--- src/rtl/tx_block_serializer.sv ---
// -----------------------------------------------------------------------------
// tx_block_serializer
//
// Reader end of the transmit FIFO. Pops one BLOCK_BITS word at a time and
// streams it out MSB-first as BEATS beats of OUT_BITS over a valid/ready
// handshake. The FIFO pops on a rising edge of its read enable, so exactly one
// single-cycle registered pulse is issued per block consumed.
//
// Optional feature (compile-time macro TX_BLOCK_CNT_EN):
//   adds a 16-bit wrapping counter of completed blocks on port blocks_sent.
//
// Ports:
//   clk               system clock, rising edge
//   rst               synchronous active-high reset
//   fifo_empty        FIFO has no valid head word
//   fifo_read_data    FIFO head word (valid when fifo_empty = 0)
//   fifo_read_enable  registered pop pulse, one cycle per block
//   tx_data           current output beat
//   tx_valid          tx_data holds a valid beat
//   tx_ready          downstream accepts beat when tx_valid & tx_ready
//   tx_last           current beat is the final beat of its block
//   busy              high while sending a block
//   blocks_sent       (TX_BLOCK_CNT_EN only) completed-block count, wraps
// -----------------------------------------------------------------------------
module tx_block_serializer #(
    parameter int BLOCK_BITS = 128,
    parameter int OUT_BITS   = 8,
    localparam int BEATS     = BLOCK_BITS / OUT_BITS,
    localparam int CNT_W     = (BEATS > 1) ? $clog2(BEATS) : 1
) (
    input  logic                  clk,
    input  logic                  rst,
    input  logic                  fifo_empty,
    input  logic [BLOCK_BITS-1:0] fifo_read_data,
    output logic                  fifo_read_enable,
    output logic [OUT_BITS-1:0]   tx_data,
    output logic                  tx_valid,
    input  logic                  tx_ready,
    output logic                  tx_last,
    output logic                  busy
`ifdef TX_BLOCK_CNT_EN
    ,
    output logic [15:0]           blocks_sent
`endif
);

    typedef enum logic {
        IDLE = 1'b0,
        SEND = 1'b1
    } state_t;

    state_t                  state_reg, state_next;
    logic [BLOCK_BITS-1:0]   shift_reg, shift_next;
    logic [CNT_W-1:0]        beat_cnt_reg, beat_cnt_next;
    logic                    rd_en_reg, rd_en_next;

    logic                    last_beat;
    logic                    beat_xfer;
    logic                    last_xfer;
    logic [BLOCK_BITS-1:0]   shifted;

    assign last_beat = (beat_cnt_reg == CNT_W'(BEATS - 1));
    assign beat_xfer = (state_reg == SEND) && tx_ready;
    assign last_xfer = beat_xfer && last_beat;

    // Shifting zeros in means the register is all-zero once a block drains,
    // so tx_data naturally reads 0 while idle.
    assign shifted = {shift_reg[BLOCK_BITS-OUT_BITS-1:0], {OUT_BITS{1'b0}}};

    // -------------------------------------------------------------------------
    // State register
    // -------------------------------------------------------------------------
    always_ff @(posedge clk) begin
        if (rst) begin
            state_reg    <= IDLE;
            shift_reg    <= '0;
            beat_cnt_reg <= '0;
            rd_en_reg    <= 1'b0;
        end else begin
            state_reg    <= state_next;
            shift_reg    <= shift_next;
            beat_cnt_reg <= beat_cnt_next;
            rd_en_reg    <= rd_en_next;
        end
    end

    // -------------------------------------------------------------------------
    // Next-state logic
    // -------------------------------------------------------------------------
    always_comb begin
        state_next    = state_reg;
        shift_next    = shift_reg;
        beat_cnt_next = beat_cnt_reg;
        rd_en_next    = 1'b0;

        case (state_reg)
            IDLE: begin
                if (!fifo_empty) begin
                    shift_next    = fifo_read_data;
                    beat_cnt_next = '0;
                    rd_en_next    = 1'b1;
                    state_next    = SEND;
                end
            end
            SEND: begin
                if (beat_xfer) begin
                    if (last_beat) begin
                        beat_cnt_next = '0;
                        if (!fifo_empty) begin
                            // Back-to-back: the previous pop happened BEATS-1
                            // edges ago, so fifo_empty already reflects it.
                            shift_next = fifo_read_data;
                            rd_en_next = 1'b1;
                        end else begin
                            shift_next = shifted;
                            state_next = IDLE;
                        end
                    end else begin
                        shift_next    = shifted;
                        beat_cnt_next = beat_cnt_reg + CNT_W'(1);
                    end
                end
            end
            default: begin
                state_next = IDLE;
            end
        endcase
    end

    // -------------------------------------------------------------------------
    // Outputs
    // -------------------------------------------------------------------------
    assign fifo_read_enable = rd_en_reg;
    assign tx_valid         = (state_reg == SEND);
    assign busy             = (state_reg == SEND);
    assign tx_last          = (state_reg == SEND) && last_beat;
    assign tx_data          = shift_reg[BLOCK_BITS-1 -: OUT_BITS];

`ifdef TX_BLOCK_CNT_EN
    logic [15:0] blocks_sent_reg;

    always_ff @(posedge clk) begin
        if (rst) begin
            blocks_sent_reg <= '0;
        end else if (last_xfer) begin
            blocks_sent_reg <= blocks_sent_reg + 16'd1;
        end
    end

    assign blocks_sent = blocks_sent_reg;
`else
    logic unused_last_xfer;
    assign unused_last_xfer = last_xfer;
`endif

endmodule

--- config.mk ---
export PLATFORM = sky130hd
export DESIGN_NAME = tx_block_serializer
export DESIGN_NICKNAME = d
export VERILOG_FILES = /design/src/rtl/tx_block_serializer.sv
export SDC_FILE = /design/constraint.sdc
export NUM_CORES = 1
export LEC_CHECK = 0
export ABC_AREA = 1
export CORE_ASPECT_RATIO = 1.5
export CORE_MARGIN = 2
export CORE_UTILIZATION = 56
export DETAILED_ROUTE_END_ITERATION = 8
export PLACE_DENSITY = 0.86
export SLEW_MARGIN = 20
export SYNTH_ARGS = -nofsm -noshare
export SYNTH_HDL_FRONTEND = slang
export SYNTH_SLANG_ARGS = --single-unit
--- constraint.sdc ---
create_clock -name clk -period 4.28 [get_ports clk]
set_clock_uncertainty 0.2 [all_clocks]
set_input_delay 0.428 -clock clk [delete_from_list [all_inputs] [get_ports clk]]
set_output_delay 0.428 -clock clk [all_outputs]
set_load 0.02 [all_outputs]
* Word-level counts from Yosys, hierarchy flattened
Cells that the tools add are included.
** Word-level totals
- Bits in registers :: 134
- Latch bits :: 0
- Memory bits (writable) :: 0
- Bits in read-only memories :: 0
- Input port bits :: 132
- Output and inout port bits :: 12
- Logic and storage cells :: 28
- Memories kept :: 0
** Operators by class
- Add/sub/neg operators :: 1
- Multipliers :: 0
- Divide/modulo/power cells :: 0
- $lt $le $gt $ge :: 0
- Eq/ne operators :: 3
- Shift operators :: 0
- Mux-type cells :: 16
- Bitwise operators :: 1
- Reductions and logical operators :: 3
** Operators with widths (count)
- $mux 128 :: 4
- $pmux 128 s2 :: 1
- $mux 4 :: 3
- $pmux 4 s2 :: 1
- $mux 1 :: 5
- $add 4x1->4 const B :: 1
- $eq 4x4->1 const B :: 1
- $pmux 1 s2 :: 2
- $logic_and 1x1->1 :: 2
- $ne 2x1->1 const B :: 1
- $ne 2x2->1 const B :: 1
- $reduce_and 2->1 :: 1
- $not 1->1 :: 1

* Logic depth before layout (Yosys ltp)
- Depth after elaboration :: 4
- Mapped depth :: 9
- Mapped depth without buffers :: 7

* Worst setup path after synthesis
No wires, ideal clock.
- Path type :: reg-to-reg
- Start :: register beat_cnt_reg[0]
- End :: register shift_reg[96]
- Library setup time :: 0.117 ns
- Data arrival time :: 1.347 ns
- Required time :: 3.963 ns
- Slack :: 2.616 ns
- Cell stages (with the launch flop) :: 9
- Buffers on the path :: 2
- Clock period less this slack :: 1.664 ns
- Path through :: dfxtp_1 -> ha_1 -> nand4_2 -> buf_2 -> buf_2 -> nand3_1 -> nand2_1 -> nor2_1 -> nor2_1
** Between the ends
- Cells in the longest elaborated chain, start to end :: 4
** Ends and longest elaborated chain
- start: declaration :: RTL line 54 : logic [CNT_W-1:0] beat_cnt_reg, beat_cnt_next;
- start signal: assignment :: RTL line 82 : beat_cnt_reg <= beat_cnt_next;
- $eq 4x4->1 :: RTL line 62 : assign last_beat = (beat_cnt_reg == CNT_W'(BEATS - 1));
- $mux 128 :: RTL line 107 : if (last_beat) begin
- $mux 128 :: RTL line 106 : if (beat_xfer) begin
- $pmux 128 s2 :: RTL line 96 : case (state_reg)
- end signal: assignment :: RTL line 81 : shift_reg <= shift_next;
- end: declaration :: RTL line 53 : logic [BLOCK_BITS-1:0] shift_reg, shift_next;
No other way between the ends. The select of a mux whose other input is x is not followed.
A chain may end at the register's enable or synchronous reset.

* Worst setup path in the final report
- Start :: register state_reg, in the netlist busy
- End :: register shift_reg[50]
** Between the ends
- Cells in the longest elaborated chain, start to end :: 3
- Elaborated cells between the ends (all ways) :: 6
- Classes of those cells :: eq/ne (2); mux (1); bitwise (1); reduce/logical (2)
** Ends and longest elaborated chain
- start: declaration :: RTL line 52 : state_t state_reg, state_next;
- start signal: assignment :: RTL line 80 : state_reg <= state_next;
- $logic_and 1x1->1 / $not 1->1 (equally long branches)
- $ne 2x1->1 (no line) / $ne 2x2->1 (equally long branches)
- $reduce_and 2->1 (no line)
Parallel ways exist; a longest one is shown, timed or not.

==> impl_metrics.json <==
{
  "synthesis.nets": 1295,
  "drv_slew": 0,
  "setup_violations": 0,
  "cts_buffers": 17,
  "cp-start-kind": "flip-flop",
  "cts_sinks": 134,
  "synth_top_area_cell": "dfxtp_1",
  "yosysWarnings": 0,
  "arrival_ps": 2830,
  "drive_gt1_frac": 0.0355,
  "dp_cells": 1364,
  "mostFrequentLayoutCells": "nor2_1, nand2_1, clkdlybuf4s50_1",
  "clkTransAtPathRegs_ps": 60,
  "finalSetupTns_ps": 0,
  "end_kind": "flip-flop",
  "grt_usage": 0.244,
  "avgSynthCellArea_um2": 6.21,
  "ios": 144,
  "synth_area_leaders": "dfxtp_1, nor2_1, o21ai_0, a21oi_1, nand3_1",
  "setup_slack_ps": 1550,
  "n_antenna_cell": 0,
  "synth_top_area_share": 0.372,
  "path_max_fanout": 185,
  "largest_reg_flops": 128,
  "fmax_mhz": 367,
  "maxSlewHeadroom": 0.354,
  "drt-total-wl_um": 17400,
  "critPathKind": "reg -> reg",
  "routedWlPerCell_um": 12.5,
  "place_ws_ps": 1390,
  "dieArea_um2": 13800,
  "cts_tree": "yes",
  "cts_setup_buffers": 0,
  "power.density_nw_per_um2": 396,
  "place_area_um2": 8390,
  "overflow": 0,
  "grt_pass1_wl_um": 28200,
  "fin_crit_ps": 2730,
  "crit_slowest_cell": "nand2_8",
  "path_cells": "nand2_1 > nand2_8 > buf_12 > nand2_1 > nor2_1 > nor2_1",
  "hold_buffers": 0,
  "tightestPinTransition_ps": 968,
  "core-area_um2": 12500,
  "clock_tree.buffer_depth": 2,
  "place.gp.congestion": 0.814,
  "period_share": 0.637,
  "total_power_mw": 3.57,
  "portBuffers": 143,
  "max_stage_delay_ps": 720,
  "cp_data_required_time_ps": 4380,
  "cts_resized": 0,
  "drt_iter0_drc": 454,
  "leakagePower_nw": 4.24,
  "cts_root_buf": "clkbuf_16",
  "antenna_left": 0,
  "drc": 0,
  "syn_inst": 1162,
  "fin_area_um2": 9020,
  "drtPass1Iterations": 6,
  "rsz0062_at_grt": "false",
  "ir_worst_vdd_mv": 0.242,
  "hold_viol": 0,
  "syn_to_final_growth_pct": 25.0,
  "grt_pass1_vias": 6206,
  "dp_hpwl_um": 10300,
  "ys_types": 18,
  "std_cell_rows": 50,
  "status": "complete, no violations",
  "viasPerCell": 5.15,
  "timing.hold.ws_ps": 322,
  "final_util": 0.721,
  "synth-seq-area-share": 0.372,
  "syn-cell-area_um2": 7220,
  "final_cells": 1395,
  "hold_class": "reg -> reg",
  "nNetsFinal": 1360,
  "grt_max_degree": 186,
  "vias": 7181,
  "start_util": 0.577,
  "clk_latency_ps": 410,
  "ys_seq_elements": 134,
  "drv_cap": 0,
  "fp.dieH_um": 143,
  "antenna_found_initial": 0,
  "layout_commonest_cell": "nor2_1",
  "htree_levels": 4,
  "die_w_um": 96.7
}
## path summary, 6_finish.rpt
path                                 startpoint               to  slack (ps)  cells past startpoint
worst min register to register  beat_cnt_reg[1]  beat_cnt_reg[1]         320                      2
worst max register to register             busy    shift_reg[50]        1550                      6
worst min-delay path            beat_cnt_reg[1]  beat_cnt_reg[1]         320                      2
worst max-delay path                       busy    shift_reg[50]        1550                      6
## layer usage
metal / GRT usage / routed length [um]
met4: 0.0897 / 324
met2: 0.416 / 8810
met1: 0.310 / 7580
met3: 0.0445 / 671
met5: 0 / 0
## cell families after synthesis
group | after synthesis | synth area share
buf+inv | 248 | 0.153
compound gates | 255 | 0.177
flops | 134 | 0.372
simple gates | 524 | 0.297
fa+ha+maj | 1 | 0.00173
## report_power, final
| part | internal [mW] | total [mW] | switching, mW |
|---|---|---|---|
| Combinational | 0.274 | 0.586 | 0.312 |
| Sequential | 1.37 | 1.44 | 0.0686 |
| Clock | 1.00 | 1.55 | 0.547 |
| Total | 2.64 | 3.57 | 0.928 |
## Yosys cell counts
cell type,n
o21a_1,1
inv_2,1
buf_1,14
nand3_1,125
buf_2,26
nand2_2,2
nand4_1,1
nor2_1,243
ha_1,1
o21ai_0,129
dfxtp_1,134
nand2_1,152
buf_4,11
nand4_2,1
a21oi_1,125
clkbuf_1,40
buf_6,13
inv_1,143
## critical path, delay by kind of cell, from the launching register on
family	cells	cell delay, ps
and+or+nand+nor	5	1240
DFF	1	690
buffers and inverters	1	360
## cell type report
| type | count | area [um^2] |
|---|---|---|
| fill | 1055 | 3500 |
| tap | 156 | 195 |
| multi-input combinational | 780 | 3450 |
| inverter | 144 | 542 |
| sequential | 134 | 2690 |
| clock inverter | 12 | 178 |
| timing repair buffer | 150 | 1510 |
| clock buffer | 19 | 453 |
No activity file was read; power rests on OpenSTA's default activity.
